$ cat src/rtl/bmain_pkg.sv
// bmain_pkg: shared command encodings, address width and state encoding for the line master
package bmain_pkg;
  localparam logic CMD_READ = 1'b1;
  localparam logic CMD_WRITE = 1'b0;
  localparam int BMAIN_ADDR_HI = 27;
  typedef enum logic [2:0] {IDLE, CMD, WDATA, RDATA, RESP} state_t;
endpackage

$ cat src/rtl/bmain_line_buf.sv
// bmain_line_buf: line register file with indexed word write and full-line parallel load/read
module bmain_line_buf #(
  parameter int LINE_WORDS = 4,
  localparam int IW = $clog2(LINE_WORDS)
) (
  input  logic                    clk,
  input  logic                    rst,
  input  logic                    load,
  input  logic [32*LINE_WORDS-1:0] line_i,
  input  logic                    we,
  input  logic [IW-1:0]           idx,
  input  logic [31:0]             word_i,
  output logic [32*LINE_WORDS-1:0] line_o
);
  logic [32*LINE_WORDS-1:0] line_d, line_q;
  always_comb begin
    line_d = load ? line_i : line_q;
    if (we && !load) line_d[{idx, 5'd0} +: 32] = word_i;
  end
  always_ff @(posedge clk) line_q <= rst ? '0 : line_d;
  assign line_o = line_q;
endmodule

$ cat src/rtl/bmain_line_master.sv
// bmain_line_master: moves one cache line per request over the command/write-data/read-data bus
module bmain_line_master
  import bmain_pkg::*;
#(
  parameter int LINE_WORDS = 4
) (
  input  logic                       clk_core,
  input  logic                       reset,
  input  logic                       req_valid,
  output logic                       req_ready,
  input  logic                       req_write,
  input  logic [BMAIN_ADDR_HI:2]     req_addr,
  input  logic [32*LINE_WORDS-1:0]   req_wdata,
  output logic                       resp_valid,
  input  logic                       resp_ready,
  output logic [32*LINE_WORDS-1:0]   resp_rdata,
  output logic                       resp_error,
  output logic                       bmain_cvalid,
  input  logic                       dctl_cready,
  output logic                       bmain_cmd,
  output logic [BMAIN_ADDR_HI:2]     bmain_addr,
  output logic                       bmain_wvalid,
  input  logic                       dctl_wready,
  output logic                       bmain_wlast,
  output logic [31:0]                bmain_wdata,
  output logic [3:0]                 bmain_wmask,
  input  logic                       dctl_rvalid,
  output logic                       bmain_rready,
  input  logic                       dctl_rlast,
  input  logic [31:0]                dctl_rdata,
  input  logic                       dctl_error
);
  localparam int IW = $clog2(LINE_WORDS);
  localparam logic [IW-1:0] LAST = IW'(LINE_WORDS - 1);
  localparam logic [BMAIN_ADDR_HI:2] AMASK = (BMAIN_ADDR_HI - 1)'(LINE_WORDS - 1);
  state_t state_d, state_q;
  logic [IW-1:0] cnt_d, cnt_q, cnt_inc, word_sel;
  logic err_d, err_q;
  logic req_ready_d, req_ready_q, resp_valid_d, resp_valid_q, resp_error_d, resp_error_q;
  logic cvalid_d, cvalid_q, cmd_d, cmd_q, wvalid_d, wvalid_q, wlast_d, wlast_q, rready_d, rready_q;
  logic [BMAIN_ADDR_HI:2] addr_d, addr_q;
  logic [31:0] wdata_d, wdata_q, next_word;
  logic [3:0] wmask_d, wmask_q;
  logic [32*LINE_WORDS-1:0] line;
  logic req_beat, cmd_beat, w_beat, r_beat, resp_beat, mism;
  assign req_beat  = req_valid & req_ready_q;
  assign cmd_beat  = cvalid_q & dctl_cready;
  assign w_beat    = wvalid_q & dctl_wready;
  assign r_beat    = dctl_rvalid & rready_q;
  assign resp_beat = resp_valid_q & resp_ready;
  assign mism      = r_beat & (dctl_rlast ^ (cnt_q == LAST));
  assign cnt_inc   = cnt_q + 1'b1;
  assign word_sel  = (state_q == CMD) ? '0 : cnt_inc;
  assign next_word = line[{word_sel, 5'd0} +: 32];
  bmain_line_buf #(.LINE_WORDS(LINE_WORDS)) u_buf (
    .clk(clk_core), .rst(reset), .load(req_beat), .line_i(req_wdata),
    .we(r_beat), .idx(cnt_q), .word_i(dctl_rdata), .line_o(line)
  );
  always_comb begin
    state_d = state_q;
    cnt_d = cnt_q;
    err_d = err_q;
    req_ready_d = req_ready_q;
    resp_valid_d = resp_valid_q;
    resp_error_d = resp_error_q;
    cvalid_d = cvalid_q;
    cmd_d = cmd_q;
    addr_d = addr_q;
    wvalid_d = wvalid_q;
    wlast_d = wlast_q;
    wdata_d = wdata_q;
    wmask_d = wmask_q;
    rready_d = rready_q;
    unique case (state_q)
      IDLE: if (req_beat) begin
        state_d = CMD;
        req_ready_d = 1'b0;
        cvalid_d = 1'b1;
        cmd_d = req_write ? CMD_WRITE : CMD_READ;
        addr_d = req_addr & ~AMASK;
        err_d = 1'b0;
      end
      CMD: begin
        err_d = err_q | dctl_error;
        if (cmd_beat) begin
          cvalid_d = 1'b0;
          cnt_d = '0;
          state_d = (cmd_q == CMD_WRITE) ? WDATA : RDATA;
          wvalid_d = cmd_q == CMD_WRITE;
          rready_d = cmd_q == CMD_READ;
          wdata_d = (cmd_q == CMD_WRITE) ? next_word : wdata_q;
          wlast_d = 1'b0;
          wmask_d = (cmd_q == CMD_WRITE) ? 4'hF : wmask_q;
        end
      end
      WDATA: begin
        err_d = err_q | dctl_error;
        if (w_beat) begin
          cnt_d = cnt_inc;
          wdata_d = next_word;
          wlast_d = !wlast_q && cnt_inc == LAST;
          wvalid_d = !wlast_q;
          state_d = wlast_q ? RESP : WDATA;
          resp_valid_d = wlast_q;
          resp_error_d = wlast_q & err_d;
        end
      end
      RDATA: begin
        err_d = err_q | dctl_error | mism;
        if (r_beat) begin
          cnt_d = cnt_inc;
          rready_d = cnt_q != LAST;
          state_d = (cnt_q == LAST) ? RESP : RDATA;
          resp_valid_d = cnt_q == LAST;
          resp_error_d = (cnt_q == LAST) & err_d;
        end
      end
      RESP: if (resp_beat) begin
        state_d = IDLE;
        resp_valid_d = 1'b0;
        resp_error_d = 1'b0;
        req_ready_d = 1'b1;
      end
      default: state_d = IDLE;
    endcase
  end
  always_ff @(posedge clk_core) begin
    if (reset) begin
      state_q <= IDLE;
      cnt_q <= '0;
      err_q <= 1'b0;
      req_ready_q <= 1'b1;
      resp_valid_q <= 1'b0;
      resp_error_q <= 1'b0;
      cvalid_q <= 1'b0;
      cmd_q <= 1'b0;
      addr_q <= '0;
      wvalid_q <= 1'b0;
      wlast_q <= 1'b0;
      wdata_q <= '0;
      wmask_q <= '0;
      rready_q <= 1'b0;
    end else begin
      state_q <= state_d;
      cnt_q <= cnt_d;
      err_q <= err_d;
      req_ready_q <= req_ready_d;
      resp_valid_q <= resp_valid_d;
      resp_error_q <= resp_error_d;
      cvalid_q <= cvalid_d;
      cmd_q <= cmd_d;
      addr_q <= addr_d;
      wvalid_q <= wvalid_d;
      wlast_q <= wlast_d;
      wdata_q <= wdata_d;
      wmask_q <= wmask_d;
      rready_q <= rready_d;
    end
  end
  assign req_ready = req_ready_q;
  assign resp_valid = resp_valid_q;
  assign resp_error = resp_error_q;
  assign resp_rdata = line;
  assign bmain_cvalid = cvalid_q;
  assign bmain_cmd = cmd_q;
  assign bmain_addr = addr_q;
  assign bmain_wvalid = wvalid_q;
  assign bmain_wlast = wlast_q;
  assign bmain_wdata = wdata_q;
  assign bmain_wmask = wmask_q;
  assign bmain_rready = rready_q;
endmodule
$ cat config.mk
export PLATFORM = sky130hd
export DESIGN_NAME = bmain_line_master
export DESIGN_NICKNAME = d
export VERILOG_FILES = /design/src/rtl/bmain_pkg.sv /design/src/rtl/bmain_line_buf.sv /design/src/rtl/bmain_line_master.sv
export SDC_FILE = /design/constraint.sdc
export NUM_CORES = 1
export LEC_CHECK = 0
export ABC_AREA = 1
export BUFFER_PORTS_ARGS = -buffer_cell sky130_fd_sc_hd__buf_2
export CORE_MARGIN = 5
export CORE_UTILIZATION = 51
export DETAILED_ROUTE_END_ITERATION = 12
export PLACE_DENSITY = 0.93
export SLEW_MARGIN = 20
export SYNTH_ARGS = -nofsm -noshare
export SYNTH_HDL_FRONTEND = slang
export SYNTH_HIERARCHICAL = 1
export SYNTH_SLANG_ARGS = --single-unit
$ cat constraint.sdc
create_clock -name clk_core -period 2.6 [get_ports clk_core]
set_input_delay 0.39 -clock clk_core [delete_from_list [all_inputs] [get_ports clk_core]]
set_output_delay 0.39 -clock clk_core [all_outputs]
set_load 0.02 [all_outputs]
# Word-level counts from Yosys, hierarchy flattened

Index checks and enable logic that the tools add are counted.

Bits in registers: 199
Logic and storage cells: 113

Add/sub/neg operators: 2
Equality and inequality tests: 13
Shifts and indexed selects: 3
Multiplexer cells: 44
Bitwise gates (word level): 12
Reductions and logical operators: 24

Operator list:

| cell                                                    | number |
|---|---|
| two-way mux 128 bit                                     | 2 |
| bitwise mux 128 bit                                     | 1 |
| variable shift 32 x 9 -> 128 bit (first input constant) | 1 |
| indexed part select 128 x 8 -> 32 bit                   | 1 |
| indexed part select 32 x 9 -> 128 bit                   | 1 |
| two-way mux 32 bit                                      | 3 |
| case mux 32 bit (2 select lines)                        | 1 |
| two-way mux 3 bit                                       | 7 |
| two-way mux 1 bit                                       | 16 |
| case mux 3 bit (5 select lines)                         | 1 |
| AND reduction 3 bit                                     | 5 |
| inequality test 2 bit (second input constant)           | 6 |
| AND reduction 4 bit                                     | 3 |
| case mux 1 bit (2 select lines)                         | 5 |
| negation 7 -> 9 bit                                     | 1 |
| case mux 1 bit (3 select lines)                         | 3 |
| nonzero test 3 bit                                      | 3 |
| bitwise AND 1 bit                                       | 8 |
| two-way mux 2 bit                                       | 4 |
| nonzero test 2 bit                                      | 4 |
| == test 3 x 2 -> 1 bit (second input constant)          | 2 |
| case mux 2 bit (3 select lines)                         | 1 |
| AND reduction 5 bit                                     | 1 |
| == test 2 bit (second input constant)                   | 2 |
| other kinds (12)                                        | 16 |

# Depth between registers and ports, before layout

Depth after elaboration: 7
Mapped depth: 12

# Modules after synthesis

The synthesis kept the hierarchy.

Modules (own cells, without submodules):

| module            | instances | cells each | area an instance (µm²) | seq. area each (µm²) |
|---|---|---|---|---|
| bmain_line_buf    | 1         | 1235       | 7091.8                 | 2562.5 |
| bmain_line_master | 1         | 639        | 3948.8                 | 1421.4 |

# Worst setup path before layout

No wires, ideal clock.

Path type: reg2reg
Start: register cnt_q[0]
End: register wdata_q[10] (netlist: bmain_wdata[10])
Setup time: 0.115 ns
Arrival time: 1.911 ns
Required time: 2.485 ns
Slack: 0.575 ns
Cell stages (with the launch flop): 12
Path through: dfxtp_1 > inv_1 > buf_2 > clkbuf_1 > ha_1 > inv_1 > nand2_2 > inv_1 > clkbuf_1 > a21oi_1 > nor2_1 > nor2_1

Longest elaborated chain between the ends: 6
Elaborated cells between the ends (all ways): 7
Those cells by class: 1 x add/sub; 1 x shift; 5 x mux

RTL lines:

| item                                      | line                     | source |
|---|---|---|
| start: declaration                        | bmain_line_master.sv:37  | `logic [IW-1:0] cnt_d, cnt_q, cnt_inc, word_sel;` |
| start signal: assignment                  | bmain_line_master.sv:145 | `cnt_q <= cnt_d;` |
| adder 2 x 1 -> 2 bit (*)                  | bmain_line_master.sv:52  | `assign cnt_inc = cnt_q + 1'b1;` |
| two-way mux 2 bit (*)                     | bmain_line_master.sv:53  | `assign word_sel = (state_q == CMD) ? '0 : cnt_inc;` |
| indexed part select 128 x 8 -> 32 bit (*) | bmain_line_master.sv:54  | `assign next_word = line[{word_sel, 5'd0} +: 32];` |
| two-way mux 32 bit                        | bmain_line_master.sv:91  | `wdata_d = (cmd_q == CMD_WRITE) ? next_word : wdata_q;` |
| two-way mux 32 bit                        | bmain_line_master.sv:85  | `if (cmd_beat) begin` |
| case mux 32 bit (2 select lines) (*)      | bmain_line_master.sv:74  | `unique case (state_q)` |
| end signal: assignment                    | bmain_line_master.sv:155 | `wdata_q <= wdata_d;` |
| end: declaration                          | bmain_line_master.sv:42  | `logic [31:0] wdata_d, wdata_q, next_word;` |

Every way passes the cells marked *; elsewhere a longest branch is shown, timed or not. The select of a mux whose other input is x is not followed.
A chain may end at the register's enable or synchronous reset.

# Final worst setup path

Start: register state_q[2]
End: register wdata_q[18] (netlist: bmain_wdata[18])

Longest elaborated chain between the ends: 6
Elaborated cells between the ends (all ways): 13
Those cells by class: 5 x eq/ne; 1 x shift; 5 x mux; 2 x reduce/logical

RTL lines:

| item                                  | line                                             | source |
|---|---|---|
| start: declaration                    | bmain_line_master.sv:36                          | `state_t state_d, state_q;` |
| start signal: assignment              | bmain_line_master.sv:144                         | `state_q <= state_d;` |
| == test 3 x 1 -> 1 bit                | bmain_line_master.sv:53, bmain_line_master.sv:74 |  |
| two-way mux 2 bit                     | bmain_line_master.sv:53                          |  |
| indexed part select 128 x 8 -> 32 bit | bmain_line_master.sv:54                          |  |
| two-way mux 32 bit                    | bmain_line_master.sv:91                          |  |
| two-way mux 32 bit                    | bmain_line_master.sv:85                          |  |
| case mux 32 bit (2 select lines)      | bmain_line_master.sv:74                          |  |

Parallel ways exist; a longest one is shown, timed or not. The select of a mux whose other input is x is not followed.

==> flow_summary.ini <==
[grt]
antenna_found_initial = 5
grt_max_degree = 129
grt_pass1_wl_mm = 67.31
track_usage = 0.3404
first_global_vias = 13070
overflow = 0

[critical_path]
critPathMaxStageDelay_ps = 420
path_buf_inv = 1
cp.arrival_ps = 2400
cpMaxStageDelayCell = dfxtp_1
crit_chain = nor2_4 -> nand2_4 -> nand2_2 -> nand2_2 -> nor2_8 -> buf_12 -> nand2_1 -> nor2_1 -> nor2_1
critPathTopFamily = simple AND/OR/NAND/NOR gates
crit_fanout = 29
r2r-start = state_q[2]
cp-end-kind = flip-flop
startpoint = state_q[2]
critPathKind = flip-flop to flip-flop
crit_path_start_kind = flip-flop
required_ps = 2920

[placed_design]
io_buffers = 389
dp_cells = 2445
place.gp.congestion = 0.9315
placed_area_um2 = 13040
dp_hpwl_mm = 30.11
pre_cts_ws_ps = 426.7

[yosys]
ys_types = 27
seq_area_frac_synth = 0.3608
synth-seq-cells = 199
synth.most_common_cell = nand2_1
synth.area.top_cells = dfxtp_1, nand2_1, nor2_1, nand3_1, a21oi_1
synthCells = 1874
synth_area_per_cell_um2 = 5.891
synth-main-ff-cell = dfxtp_1
synth-compound-area-share = 0.06256
async_flop_share = 0
synth_top_area_cell = dfxtp_1
yosys.area_share.adder = 0.007933
synthMuxAreaShare = 0
synth_top_area_frac = 0.3608
synth_common_cells = nand2_1, nor2_1, nand3_1
synth_top_family_by_area = simple AND/OR/NAND/NOR gates
synth_area_um2 = 11040
ys_warn_count = 6
synth_edf_count = 0
synthXorXnorAreaFrac = 0
yosys.area_share.simple = 0.4844

[job]
cap_violations = 0

[floorplan]
core_area_um2 = 21150
ios = 394
rows = 53
dieArea_um2 = 24690
die_x_um = 157.1
die_y_um = 157.1
start_util = 0.5219

[routing]
route.detailed.vias_per_inst = 5.603
drtAntennaViolNets = 0
drt_first_pass_iters = 6
drtIter0Drc = 1806
drc = 0
drt_wl_total_mm = 44.40
routedWlPerCell_um = 17.92
vias = 13880

[timing]
finalHoldViolations = 0
skew_ps = 15.85
post-route-min-period_ps = 2074
finalCritPeriodShare = 0.7977
slew_headroom = 0.4507
setup_ws_ps = 526.0
finalSetupTns_ps = 0
slew_viol_final = 0
rsz0062_at_grt = false
worst_slew_pin_slew_ps = 824.0
fmax_ghz = 0.4822
hold-worst-slack_ps = 136.1
setup_viol = 0

[clock_tree]
cts_tree = done
clockBufferDepth = 2
post-cts-setup-buffers = 0
cts_resized = 0
cts_buffers = 17
cts_num_sinks = 199
clkSlewWorstSetupHoldPaths_ps = 80
cts_max_level = 4
clockRootBuffer = clkbuf_16
clk_latency_ps = 440
hold_buffers = 0

[cells_and_area]
final_core_util = 0.6435
final_area_um2 = 13610
area_growth_pct = 23.30
drive_above_1_share = 0.2213
stdcell_count = 2478
fin_nets = 2392
fillers = 1922

[power]
irDropWorstVdd_v = 0.0008489
power_mw = 15.13
power_density_nw_per_um2 = 1111
leakage_nw = 7.384

[hold_path]
min_from = req_write
min_path_type = input port to flip-flop

[outcome]
outcome = finished clean
-- area by class of cell --
cell class,instances,area (um^2),share of cell area
clock buffer,19,452.9,0.03327
antenna,2,5.005,0.0003676
sequential,199,3985,0.2927
clock inverter,12,112.6,0.008272
multi-input combinational,1468,6143,0.4513
timing repair buffer,429,2285,0.1678
tap,275,344.1,0.02528
inverter,74,285.3,0.02096
-- routing by layer --
| layer | track usage | wire length (um) | share of wire | vias up |
|---|---|---|---|---|
| met5 | 0 | 44 | 0.00099 | - |
| met2 | 0.5581 | 20110 | 0.45 | 1083 |
| met4 | 0.1757 | 2214 | 0.050 | 8 |
| met3 | 0.07451 | 5965 | 0.13 | 209 |
| li1 | - | - | - | 6478 |
| met1 | 0.4214 | 16070 | 0.36 | 6106 |
-- registers in the layout (all words and copies together), names as in the netlist, 2 cells and up --
signal,flops
u_buf/line_o,128
bmain_wdata,32
bmain_addr,24
state_q,3
cnt_q,2
-- worst paths after layout --
path	to	slack [ps]	cells after the start
setup reg to reg	bmain_wdata[18]	530	9
setup / recovery	bmain_wdata[18]	530	9
hold / removal	bmain_cmd	140	2
hold reg to reg	bmain_addr[25]	460	2
-- where the power goes --
part / total, mW / switching (mW) / internal [mW]
registers: 4.22 / 0.516 / 3.71
logic: 8.28 / 5.97 / 2.32
clock network: 2.62 / 1.31 / 1.31
total: 15.1 / 7.80 / 7.33
-- kinds of logic after synthesis --
| kind of cell | Yosys count |
|---|---|
| and+or+nand+nor | 1322 |
| buffers and inverters | 208 |
| DFF | 199 |
| AOI/OAI and AO/OA | 137 |
| adders and majority gates | 7 |
| other | 1 |
-- placed cells by master (no fill, tap or decap), drive strengths merged, types with 2 or more instances in the layout --
master	synthesis	layout
nand2	625	625
nor2	454	454
buf	85	429
nand3	239	239
dfxtp	199	199
inv	73	78
o21ai	70	70
a21oi	65	65
clkbuf	49	19
ha	7	7
clkinv	1	6
diode	0	2
nor3	2	2
o211ai	2	2
conb	1	2
clkinvlp	0	2
Power figures use the tool's default switching activity.
